--- src/rtl/ex_trace_buffer.sv ---
// ex_trace_buffer: circular EX-stage trace recorder that freezes a fixed number of entries after an exception and drains through a show-ahead read port
module ex_trace_buffer #(
  parameter int DEPTH     = 16,
  parameter int PTR_W     = 4,
  parameter int POST_TRIG = 4
) (
  input  logic              SYS_clk,
  input  logic              SYS_reset,
  input  logic              EX_valid,
  input  logic [31:0]       EX_instruction,
  input  logic [2:0]        EX_exception_signal,
  input  logic [7:0]        EX_status_out,
  input  logic              arm,
  input  logic              rd_ready,
  output logic              rd_valid,
  output logic [31:0]       rd_instruction,
  output logic [2:0]        rd_exception,
  output logic [7:0]        rd_status,
  output logic [PTR_W:0]    count,
  output logic [1:0]        state,
  output logic              overflow,
  output logic [31:0]       trig_instruction
);
  typedef enum logic [1:0] {ARMED = 2'd0, POST = 2'd1, FROZEN = 2'd2} state_t;
  state_t             r_state;
  logic [42:0]        r_mem [DEPTH];
  logic [PTR_W-1:0]   r_head;
  logic [PTR_W-1:0]   r_tail;
  logic [PTR_W:0]     r_count;
  logic [PTR_W-1:0]   r_post;
  logic               r_overflow;
  logic [31:0]        r_trig;
  logic               w_cap;
  logic               w_pop;
  logic               w_full;
  logic               w_exc;
  logic [42:0]        w_head_entry;
  assign w_cap        = EX_valid && (r_state != FROZEN);
  assign w_pop        = (r_count != '0) && rd_ready;
  assign w_full       = r_count == (PTR_W+1)'(DEPTH);
  assign w_exc        = EX_exception_signal != 3'd0;
  assign w_head_entry = r_mem[r_head];
  assign rd_valid         = r_count != '0;
  assign rd_instruction   = w_head_entry[42:11];
  assign rd_exception     = w_head_entry[10:8];
  assign rd_status        = w_head_entry[7:0];
  assign count            = r_count;
  assign state            = r_state;
  assign overflow         = r_overflow;
  assign trig_instruction = r_trig;
  // Trace storage; arm discards a same-cycle capture, so it also blocks the write
  always_ff @(posedge SYS_clk) begin
    if (SYS_reset && !arm && w_cap) r_mem[r_tail] <= {EX_instruction, EX_exception_signal, EX_status_out};
  end
  // Pointers, occupancy, overflow flag and the ARMED/POST/FROZEN sequencer
  always_ff @(posedge SYS_clk) begin
    if (!SYS_reset) begin
      r_state    <= ARMED;
      r_head     <= '0;
      r_tail     <= '0;
      r_count    <= '0;
      r_post     <= '0;
      r_overflow <= 1'b0;
      r_trig     <= '0;
    end else if (arm) begin
      r_state    <= ARMED;
      r_head     <= '0;
      r_tail     <= '0;
      r_count    <= '0;
      r_overflow <= 1'b0;
    end else begin
      if (w_cap) r_tail <= r_tail + PTR_W'(1);
      if (w_pop || (w_cap && w_full)) r_head <= r_head + PTR_W'(1);
      if (w_cap && !w_pop && !w_full) r_count <= r_count + (PTR_W+1)'(1);
      if (!w_cap && w_pop) r_count <= r_count - (PTR_W+1)'(1);
      if (w_cap && !w_pop && w_full) r_overflow <= 1'b1;
      if (w_cap && r_state == ARMED && w_exc) begin
        r_trig  <= EX_instruction;
        r_post  <= PTR_W'(POST_TRIG);
        r_state <= (POST_TRIG == 0) ? FROZEN : POST;
      end
      if (w_cap && r_state == POST) begin
        r_post  <= r_post - PTR_W'(1);
        r_state <= (r_post == PTR_W'(1)) ? FROZEN : POST;
      end
    end
  end
endmodule

--- config.mk ---
export PLATFORM = sky130hd
export DESIGN_NAME = ex_trace_buffer
export DESIGN_NICKNAME = d
export VERILOG_FILES = /design/src/rtl/ex_trace_buffer.sv
export SDC_FILE = /design/constraint.sdc
export NUM_CORES = 1
export LEC_CHECK = 0
export BUFFER_PORTS_ARGS = -buffer_cell sky130_fd_sc_hd__buf_2
export CAP_MARGIN = 20
export CORE_MARGIN = 2
export CORE_UTILIZATION = 65
export CTS_CLUSTER_DIAMETER = 60
export CTS_CLUSTER_SIZE = 14
export DETAILED_ROUTE_END_ITERATION = 12
export PLACE_DENSITY = 0.84
export SKIP_CTS_REPAIR_TIMING = 1
export SYNTH_ARGS = -nofsm -noshare
export SYNTH_HDL_FRONTEND = slang
export SYNTH_SLANG_ARGS = --single-unit
--- constraint.sdc ---
create_clock -name SYS_clk -period 5.5 [get_ports SYS_clk]
set_input_delay 0.55 -clock SYS_clk [delete_from_list [all_inputs] [get_ports SYS_clk]]
set_output_delay 0.55 -clock SYS_clk [all_outputs]
set_load 0.005 [all_outputs]
Yosys cells after proc, flatten, opt, wreduce, memory -nomap -nowiden
Memories as Yosys holds them, arrays and structs flattened. A register that Yosys moved wholly into a read port is not among the register bits.
Cells that the tools add are included.

word-level totals
  register bits after elaboration = 52
  RAM bits = 688
  logic and storage cells = 55
  memories kept = 1

operators by class
  $add $sub $neg = 5
  equal/unequal tests = 4
  multiplexer cells = 11
  bitwise operators = 2
  reduce and logical (&&, ||, !) cells = 25

memories
  name   depth  width  rd ports  clocked after Yosys merged registers in  wr ports  RTL line  text
  r_mem  16     43     1         1                                        1         26        logic [42:0] r_mem [DEPTH];

operator list
  cell                                              count
  two-way mux 4 bit                                 4
  logical AND 1 bit                                 12
  two-way mux 5 bit                                 2
  adder 4 x 1 -> 4 bit, second input constant       2
  two-way mux 2 bit                                 3
  adder 5 x 1 -> 5 bit, second input constant       1
  == test 5 bit, second input constant              1
  nonzero test 5 bit                                1
  subtractor 5 x 1 -> 5 bit, second input constant  1
  == test 4 x 1 -> 1 bit, second input constant     1
  zero test 1 bit                                   4
  AND reduction 2 bit                               2
  nonzero test 2 bit                                2
  subtractor 4 x 1 -> 4 bit, second input constant  1
  nonzero test 3 bit                                1
  == test 2 x 1 -> 1 bit, second input constant     1
  zero test 2 bit                                   1
  two-way mux 1 bit                                 2
  != test 2 bit, second input constant              1
  inverter 1 bit                                    2
  OR reduction 2 bit                                1
  logical OR 1 bit                                  1

Logic depth before layout (Yosys ltp)
Gate-level depths: netlist (run 1).

  word-level depth = 7
  gate-level depth with buffers = 9
  mapped depth without buffers = 8

Least setup slack after synthesis (run 1)
No wires, ideal clock.

  path type = in2reg
  from = in EX_valid
  to = mem r_mem[10][0], enable pin
  setup time = 405 ps
  data arrival time = 2551 ps
  required time = 5095 ps
  slack = 2545 ps
  cell stages on the path = 5
  path through = clkbuf_1 > inv_1 > nor2_1 > and4_1 > and2_1

on the way
  longest elaborated chain between the ends = 4

ends and longest elaborated chain
  what                                     RTL line  text
  start, declared                          9         input logic EX_valid,
  logical AND 1 bit                        38        assign w_cap = EX_valid && (r_state != FROZEN);
  logical AND 1 bit                        53        if (SYS_reset && !arm && w_cap) r_mem[r_tail] <= {EX_instruction, EX_exception_signal, EX_status_out};
  two-way mux 1 bit                        53
  two-way mux 1 bit (not written as such)  53
  end, declared                            26

No other way between the ends.

==> impl_metrics.json, run 1 <==
{
  "finalSetupTns_ns": 0,
  "leakagePower_nw": 9.99,
  "seqPwrFrac_pct": 59.3,
  "max_freq_ghz": 0.255,
  "comb_power_share_pct": 3.8,
  "cts_tree": "built",
  "synthTopCellsByArea": "edfxtp_1, mux4_2, dfxtp_1",
  "grt_max_degree": 58,
  "routed_wirelength_um": 66900,
  "post_layout_nonfiller_instances": 2135,
  "dp.cells": 2034,
  "synth_flop_cell": "edfxtp_1",
  "cp_top_family": "flip-flops",
  "end_kind": "primary output",
  "io_buffers": 131,
  "fin_ws_ns": 1.58,
  "grt_use_total_pct": 30.5,
  "fin_area_um2": 31500,
  "die_w_um": 212,
  "place.gp.congestion": 0.813,
  "clk_path_buf_depth": 3,
  "drive_gt1_share_pct": 27.7,
  "hold_class": "in -> reg",
  "clock_sinks": 744,
  "fin_nets": 1571,
  "synth-edff-count": 688,
  "vdd_drop_max_mv": 0.228,
  "synthToLayoutAreaGrowth_pct": 11.5,
  "place_ws_ns": 1.80,
  "finalSetupViolCount": 0,
  "syn-instance-count": 1357,
  "finalClockSkew_ns": 0.0224,
  "power_mw": 10.5,
  "cp.arrival_ns": 3.37,
  "internal-power_mw": 8.34,
  "finalCriticalPeriod_ns": 3.92,
  "cp_max_fo": 45,
  "synthDominantCellAreaShare_pct": 73.2,
  "syn_area_um2": 28200,
  "tightest_slew_ns": 1.15,
  "placed_area_um2": 29800,
  "htree_levels": 2,
  "clk_pin_slew_ns": 0.07,
  "path_cells": "buf_4, mux4_2, a22oi_1, nand2_1, buf_2",
  "grt_pass1_vias": 14900,
  "maxSlewHeadroom_pct": 23.4,
  "switching_share_pct": 20.5,
  "syn-num-nets": 1416,
  "powerDensity_nw_per_um2": 334,
  "insertion_delay_ns": 0.62,
  "start_kind": "flip-flop",
  "fp-row-count": 76,
  "post_drt_wl_per_cell_um": 31.3,
  "yosysTopAreaCell": "edfxtp_1",
  "cts-root-buf": "clkbuf_16",
  "required_ns": 4.95,
  "rsz0062_at_grt": "no",
  "ys_ff_latch": 744,
  "die-area_um2": 45100,
  "synth.avg_cell_area_um2": 20.8,
  "slowest_delay_ns": 0.95,
  "status": "finished, final reports clean",
  "drtAntennaViolNets": 0,
  "fp.dieH_um": 212,
  "grt_overflow": 0,
  "path_class": "reg -> out",
  "drc_errors": 0,
  "core-area_um2": 43000,
  "cts_made_buffers": 59,
  "ys_warn_count": 0,
  "drv_cap": 0,
  "p_sw_mw": 2.16,
  "async_flop_share_pct": 0,
  "seq_area_frac_synth_pct": 77.2,
  "initial_core_util_pct": 65.6,
  "hpwl_um": 36200,
  "finalMaxSlewViolations": 0,
  "grt_pass1_wl_um": 97700,
  "hold_viol_final": 0,
  "worst-path-buf-inv": 2,
  "num_vias": 14800,
  "synth_cell_types": 47,
  "cp_slowest_cell": "dfxtp_4",
  "drt_iter0_markers": 2071,
  "reg2reg_slack_ns": 2.26,
  "firstDrtPassIters": 6,
  "io_pins": 132,
  "post-route-period-util_pct": 71.3,
  "antenna_found_initial": 3,
  "clkPwrFrac_pct": 36.9,
  "vias_per_cell": 6.91
}
-- placed cells by master, fill, tap and decap left out, types with 3 or more instances in the layout --
cell type / instances
a21boi_0: 27
a21boi_1: 6
a21oi_1: 8
a22oi_1: 86
and2_2: 17
and3_1: 5
buf_12: 13
buf_2: 131
buf_4: 21
clkbuf_1: 35
clkbuf_16: 59
dfxtp_1: 54
edfxtp_1: 688
ha_1: 10
inv_1: 14
mux4_2: 172
nand2_1: 111
nand2b_1: 3
nand3_1: 3
nor2_1: 11
nor2b_1: 3
nor3_1: 3
nor4_1: 5
o211ai_1: 6
o21a_1: 3
o21ai_0: 4
o31ai_1: 4
or4_1: 3
xnor2_1: 5
-- logic make-up after synthesis --
family,synth area share [%]
multiplexers,13.8
AO/OA/AOI/OAI,4.12
buffers and inverters,1.22
XOR/XNOR,0.186
AND/OR/NAND/NOR,2.97
flip-flops,77.2
adder cells (fa/ha/maj),0.514
-- registers in the layout, indices dropped and copies added (netlist names), named ones only --
| name | cells |
|---|---|
| trig_instruction | 32 |
| overflow | 1 |
| r_head | 4 |
| count | 5 |
| r_mem | 688 |
| state | 2 |
| r_post | 4 |
| r_tail | 4 |
-- power by group through the flow --
stage,Combinational (mW),Sequential (mW),Clock (mW)
4_1_cts,0.401,6.23,3.88
2_1_floorplan,0.211,6.34,0
5_1_grt,0.434,6.23,4.06
6_report,0.402,6.22,3.87
3_3_place_gp,0.375,6.34,0
3_5_place_dp,0.394,6.35,0
-- metrics by stage --
step	hold WS [ns]	util [%]
6_report	0.324	73.2
4_1_cts	0.294	73.1
5_1_grt	0.317	73.2
3_3_place_gp	0.439	68.9
3_5_place_dp	0.445	69.3
2_1_floorplan	0.451	-
-- cell type report --
class                           instances  area (µm²)
Timing Repair Buffer                  166        1100
Tap cell                              585         732
Inverter                               15        58.8
Multi-Input combinational cell        526        6140
Fill cell                            2354       11500
Antenna cell                            1        2.50
Clock buffer                           94        1610
Clock inverter                          4        27.5
Sequential cell                       744       21800
-- path summary, 6_finish.rpt --
check	cells after the start	start	end
max	5	flip-flop	rd_status[1]
min	1	EX_status_out[5]	r_mem[9][5]
max reg2reg	5	state[0]	r_mem[14][2]
min reg2reg	2	trig_instruction[3]	trig_instruction[3]
-- cells in the mapped netlist (all sizes together) (3+ instances only) --
cell    count
a21boi     33
a21oi       8
a22oi      86
and2       18
and3        5
buf        30
clkbuf     42
dfxtp      56
edfxtp    688
ha         10
inv        15
mux4      172
nand2     111
nand2b      3
nand3       3
nor2       12
nor2b       5
nor3        3
nor4        8
o211ai      6
o21a        3
o21ai       4
o31ai       4
or4         3
xnor2       5
-- layer usage --
layer,vias up,part of all wire [%],track usage [%]
met5,-,0.039,0
met4,4,3.4,10.6
met3,155,11,6.66
met2,1083,49,48.3
met1,7625,37,43.3
li1,5896,-,-
(Power assumes the default switching activity.)
==> inputs of run 2 (changes only) <==
--- a/config.mk
+++ b/config.mk
@@ -8,11 +8,11 @@
 export BUFFER_PORTS_ARGS = -buffer_cell sky130_fd_sc_hd__buf_2
 export CAP_MARGIN = 20
 export CORE_MARGIN = 2
-export CORE_UTILIZATION = 65
+export CORE_UTILIZATION = 61
 export CTS_CLUSTER_DIAMETER = 60
 export CTS_CLUSTER_SIZE = 14
 export DETAILED_ROUTE_END_ITERATION = 12
-export PLACE_DENSITY = 0.84
+export PLACE_DENSITY = 0.79
 export SKIP_CTS_REPAIR_TIMING = 1
 export SYNTH_ARGS = -nofsm -noshare
 export SYNTH_HDL_FRONTEND = slang
==> constraint.sdc (replaced) <==
create_clock -name SYS_clk -period 4 [get_ports SYS_clk]
set_input_delay 0.4 -clock SYS_clk [delete_from_list [all_inputs] [get_ports SYS_clk]]
set_output_delay 0.4 -clock SYS_clk [all_outputs]
set_load 0.005 [all_outputs]
==> run 2 against run 1 <==
Net effect:
- total power grew 39%
- global-route usage shrank 2.8 points
- sequential cell count is the same
- largest power group unchanged
- die area grew 6.4%
- cell count grew 1.5%
- sequential power grew 37%
- non-clock buffer count grew 13
- wire length shrank 3.8%
- core utilization shrank 3.4 points
- sequential share of layout area shrank 0.59 points
- highest routed layer is now met4
- worst setup slack lost 0.82 ns
- clock skew grew 0.0029 ns
==> impl_metrics.json, run 2 (synthesis results as in run 1) <==
{
  "status": "finished, final reports clean",
  "clk_pin_slew_ns": 0.07,
  "powerDensity_nw_per_um2": 461,
  "insertion_delay_ns": 0.64,
  "num_vias": 14500,
  "routed_wirelength_um": 64300,
  "cp_top_family": "flip-flops",
  "fp-row-count": 78,
  "core-area_um2": 45500,
  "cts-root-buf": "clkbuf_16",
  "grt_max_degree": 63,
  "path_class": "reg -> out",
  "hold_class": "in -> reg",
  "grt_use_total_pct": 27.7,
  "end_kind": "primary output",
  "drt_iter0_markers": 1971,
  "fin_ws_ns": 0.756,
  "start_kind": "flip-flop",
  "path_cells": "buf_4, mux4_2, a22oi_1, nand2_1, buf_2",
  "cts_made_buffers": 61,
  "leakagePower_nw": 10.1,
  "fp.dieH_um": 219,
  "switching_share_pct": 20.2,
  "p_sw_mw": 2.96,
  "vias_per_cell": 6.71,
  "finalCriticalPeriod_ns": 3.24,
  "clk_path_buf_depth": 3,
  "clock_sinks": 744,
  "grt_pass1_vias": 14900,
  "drv_cap": 0,
  "htree_levels": 2,
  "top_register": "r_mem",
  "firstDrtPassIters": 5,
  "drtAntennaViolNets": 0,
  "cp.arrival_ns": 2.84,
  "vdd_drop_max_mv": 0.448,
  "die_w_um": 219,
  "post-route-period-util_pct": 81.1,
  "internal-power_mw": 11.7,
  "layout_common_cells": "edfxtp_1, mux4_2, buf_2",
  "seqPwrFrac_pct": 58.4,
  "cts_tree": "built",
  "initial_core_util_pct": 62.0,
  "slowest_delay_ns": 0.88,
  "max_freq_ghz": 0.308,
  "grt_overflow": 0,
  "cp_slowest_cell": "dfxtp_4",
  "required_ns": 3.60,
  "drive_gt1_share_pct": 28.7,
  "place.gp.congestion": 0.821,
  "maxSlewHeadroom_pct": 43.0,
  "io_buffers": 131,
  "rsz0062_at_grt": "no",
  "synthToLayoutAreaGrowth_pct": 12.5,
  "post_drt_wl_per_cell_um": 29.7,
  "cp_max_fo": 45,
  "finalSetupTns_ns": 0,
  "comb_power_share_pct": 3.8,
  "finalMaxSlewViolations": 0,
  "antenna_found_initial": 2,
  "fin_nets": 1586,
  "fin_area_um2": 31700,
  "io_pins": 132,
  "die-area_um2": 48000,
  "worst-path-buf-inv": 2,
  "finalSetupViolCount": 0,
  "place_ws_ns": 1.09,
  "grt_pass1_wl_um": 95500,
  "final_common_cell": "edfxtp_1",
  "clkPwrFrac_pct": 37.8,
  "finalClockSkew_ns": 0.0253,
  "tightest_slew_ns": 0.854,
  "hpwl_um": 35900,
  "hold_viol_final": 0,
  "drc_errors": 0,
  "largest_reg_flops": 688,
  "placed_area_um2": 30000
}
[run 2: final timing paths]
kind,cells past startpoint,end,slack [ns],startpoint
hold reg to reg,2,trig_instruction[21],0.45,trig_instruction[21]
setup reg to reg,5,r_mem[4][23],1.09,state[0]
setup / recovery,5,rd_instruction[12],0.76,flip-flop
hold / removal,1,r_mem[10][22],0.16,EX_instruction[11]
[run 2: metal layers]
| layer | GRT usage, % | vias to the layer above | part of all wire [%] | wire length [µm] |
|---|---|---|---|---|
| met5 | 0 | - | 0 | 0 |
| met4 | 8.00 | 0 | 2.6 | 1650 |
| met3 | 7.50 | 125 | 11 | 6790 |
| met2 | 44.6 | 937 | 50 | 31900 |
| met1 | 38.0 | 7548 | 37 | 24000 |
| li1 | - | 5938 | - | - |
[run 2: power by group through the flow]
stage | combinational (mW) | sequential [mW] | clock [mW]
6_report | 0.561 | 8.55 | 5.53
5_1_grt | 0.611 | 8.55 | 5.86
4_1_cts | 0.563 | 8.55 | 5.59
3_5_place_dp | 0.557 | 8.72 | 0
3_3_place_gp | 0.537 | 8.71 | 0
2_1_floorplan | 0.290 | 8.71 | 0
[run 2: cell type report]
class	count	area [µm²]
Tap cell	600	751
Fill cell	2675	13700
Multi-Input combinational cell	526	6140
Timing Repair Buffer	179	1220
Clock buffer	95	1680
Sequential cell	744	21800
Clock inverter	7	95.1
Inverter	15	58.8
Antenna cell	1	2.50
[run 2: metrics by stage]
stage | util (%) | std cells | power, mW | hold slack [ns]
global route | 69.8 | 2166 | 15.0 | 0.143
CTS | 69.8 | 2165 | 14.7 | 0.122
detailed placement | 65.9 | 2063 | 9.27 | 0.447
global placement | 65.9 | 2063 | 9.25 | 0.440
floorplan | - | 1357 | 9.00 | 0.451
finish | 69.8 | 2167 | 14.6 | 0.156
==> inputs of run 3 (changes only) <==
--- a/config.mk
+++ b/config.mk
@@ -8,11 +8,11 @@
 export BUFFER_PORTS_ARGS = -buffer_cell sky130_fd_sc_hd__buf_2
 export CAP_MARGIN = 20
 export CORE_MARGIN = 2
-export CORE_UTILIZATION = 61
+export CORE_UTILIZATION = 55
 export CTS_CLUSTER_DIAMETER = 60
 export CTS_CLUSTER_SIZE = 14
 export DETAILED_ROUTE_END_ITERATION = 12
-export PLACE_DENSITY = 0.79
+export PLACE_DENSITY = 0.75
 export SKIP_CTS_REPAIR_TIMING = 1
 export SYNTH_ARGS = -nofsm -noshare
 export SYNTH_HDL_FRONTEND = slang
==> constraint.sdc (replaced) <==
create_clock -name SYS_clk -period 2.75 [get_ports SYS_clk]
set_input_delay 0.275 -clock SYS_clk [delete_from_list [all_inputs] [get_ports SYS_clk]]
set_output_delay 0.275 -clock SYS_clk [all_outputs]
set_load 0.005 [all_outputs]
==> run 3 against run 2 <==
Net effect:
- the run now ends with setup timing left
- worst setup slack got worse by 0.79 ns
- highest routed layer is now met5
- global-route usage decreased by 3.8 points
- die area increased by 11%
- non-clock buffer count increased by 42
- sequential cell count unchanged
- sequential share of layout area decreased by 2.6 points
- critical path depth increased by 2
- clock skew decreased by 0.011 ns
==> impl_metrics.json, run 3 (synthesis results as in run 1) <==
{
  "status": "finished, violations left",
  "violations": "setup timing",
  "synthToLayoutAreaGrowth_pct": 16.8,
  "antenna_found_initial": 2,
  "drc_errors": 0,
  "cts_tree": "built",
  "die-area_um2": 53100,
  "rsz0062_at_grt": "yes",
  "fp.dieH_um": 231,
  "path_class": "reg -> out",
  "antenna-diode-count": 0,
  "grt_pass1_vias": 14700,
  "drtAntennaViolNets": 0,
  "cts_made_buffers": 61,
  "post_drt_wl_per_cell_um": 29.9,
  "vdd_drop_max_mv": 0.530,
  "finalSetupTns_ns": -0.0316,
  "clk_path_buf_depth": 3,
  "layout_common_cells": "edfxtp_1, mux4_2, buf_2",
  "fin_nets": 1628,
  "insertion_delay_ns": 0.64,
  "post-route-period-util_pct": 101,
  "finalClockSkew_ns": 0.0148,
  "top_register": "r_mem",
  "leakagePower_nw": 10.5,
  "routed_wirelength_um": 68400,
  "post_layout_nonfiller_instances": 2290,
  "end_kind": "primary output",
  "io_buffers": 131,
  "max_freq_ghz": 0.360,
  "cp_slowest_cell": "mux4_2",
  "required_ns": 2.48,
  "cts-root-buf": "clkbuf_16",
  "powerDensity_nw_per_um2": 656,
  "finalSetupViolCount": 1,
  "hold_viol_final": 0,
  "final_util_pct": 64.6,
  "cp_top_family": "buffers and inverters",
  "start_kind": "flip-flop",
  "largest_reg_flops": 688,
  "cp.arrival_ns": 2.51,
  "hpwl_um": 33400,
  "worst-path-buf-inv": 4,
  "clk_pin_slew_ns": 0.07,
  "htree_levels": 2,
  "maxSlewHeadroom_pct": 49.0,
  "dp.cells": 2154,
  "die_w_um": 231,
  "grt_pass1_wl_um": 92800,
  "core-area_um2": 51000,
  "initial_core_util_pct": 55.3,
  "drv_cap": 0,
  "fin_ws_ns": -0.0316,
  "fp-row-count": 83,
  "drt_iter0_markers": 1875,
  "whs_ns": 0.00183,
  "grt_use_total_pct": 23.9,
  "drive_gt1_share_pct": 33.5,
  "vias_per_cell": 6.48,
  "clock_sinks": 744,
  "tightest_slew_ns": 0.759,
  "slowest_delay_ns": 0.51,
  "path_cells": "buf_12, buf_6, clkbuf_16, mux4_2, a22oi_1, nand2_2, buf_2",
  "finalMaxSlewViolations": 0,
  "firstDrtPassIters": 5,
  "n_fill_cell": 3159,
  "grt_overflow": 0,
  "io_pins": 132,
  "grt_max_degree": 80,
  "final_common_cell": "edfxtp_1",
  "place.gp.congestion": 0.825,
  "place_ws_ns": 0.231,
  "finalCriticalPeriod_ns": 2.78,
  "hold_class": "in -> reg",
  "num_vias": 14800,
  "cp_max_fo": 6
}
==> run 3: per-layer routing <==
| layer | vias to the layer above | global-route usage [%] | wire, µm |
|---|---|---|---|
| met5 | - | 0 | 26 |
| met4 | 4 | 6.25 | 1390 |
| met3 | 108 | 5.11 | 6730 |
| met2 | 921 | 38.8 | 34400 |
| met1 | 7795 | 33.5 | 25900 |
| li1 | 6019 | - | - |
==> run 3: worst paths after layout <==
kind	from	end	slack, ns	depth (start not counted)
max	flip-flop	rd_instruction[18]	-0.03	7
min	EX_status_out[2]	r_mem[1][2]	0.002	1
max reg2reg	count[0]	count[4]	0.20	8
min reg2reg	trig_instruction[4]	trig_instruction[4]	0.45	2
==> run 3: layout make-up <==
type / instances / area, µm² / area share (%)
multi-input combinational: 526 / 6370 / 19.3
clock inverter: 12 / 136 / 0.414
sequential: 744 / 21800 / 66.1
timing repair buffer: 221 / 2090 / 6.33
inverter: 15 / 58.8 / 0.178
clock buffer: 92 / 1670 / 5.08
tap: 680 / 851 / 2.58
==> run 3: metrics by stage <==
| stage | area (µm²) | power (mW) |
|---|---|---|
| final | 33000 | 21.6 |
| after global routing | 33000 | 22.2 |
| after CTS | 32100 | 21.6 |
| after detailed placement | 30200 | 13.5 |
| after global placement | 30200 | 13.4 |
| after floorplan | 28200 | 13.1 |
==> run 3: where the power goes <==
group / switching [mW] / total [mW] / internal (mW)
registers: 0.0297 / 12.4 / 12.4
logic: 0.541 / 0.964 / 0.423
clock network: 3.87 / 8.25 / 4.38
total: 4.44 / 21.6 / 17.2
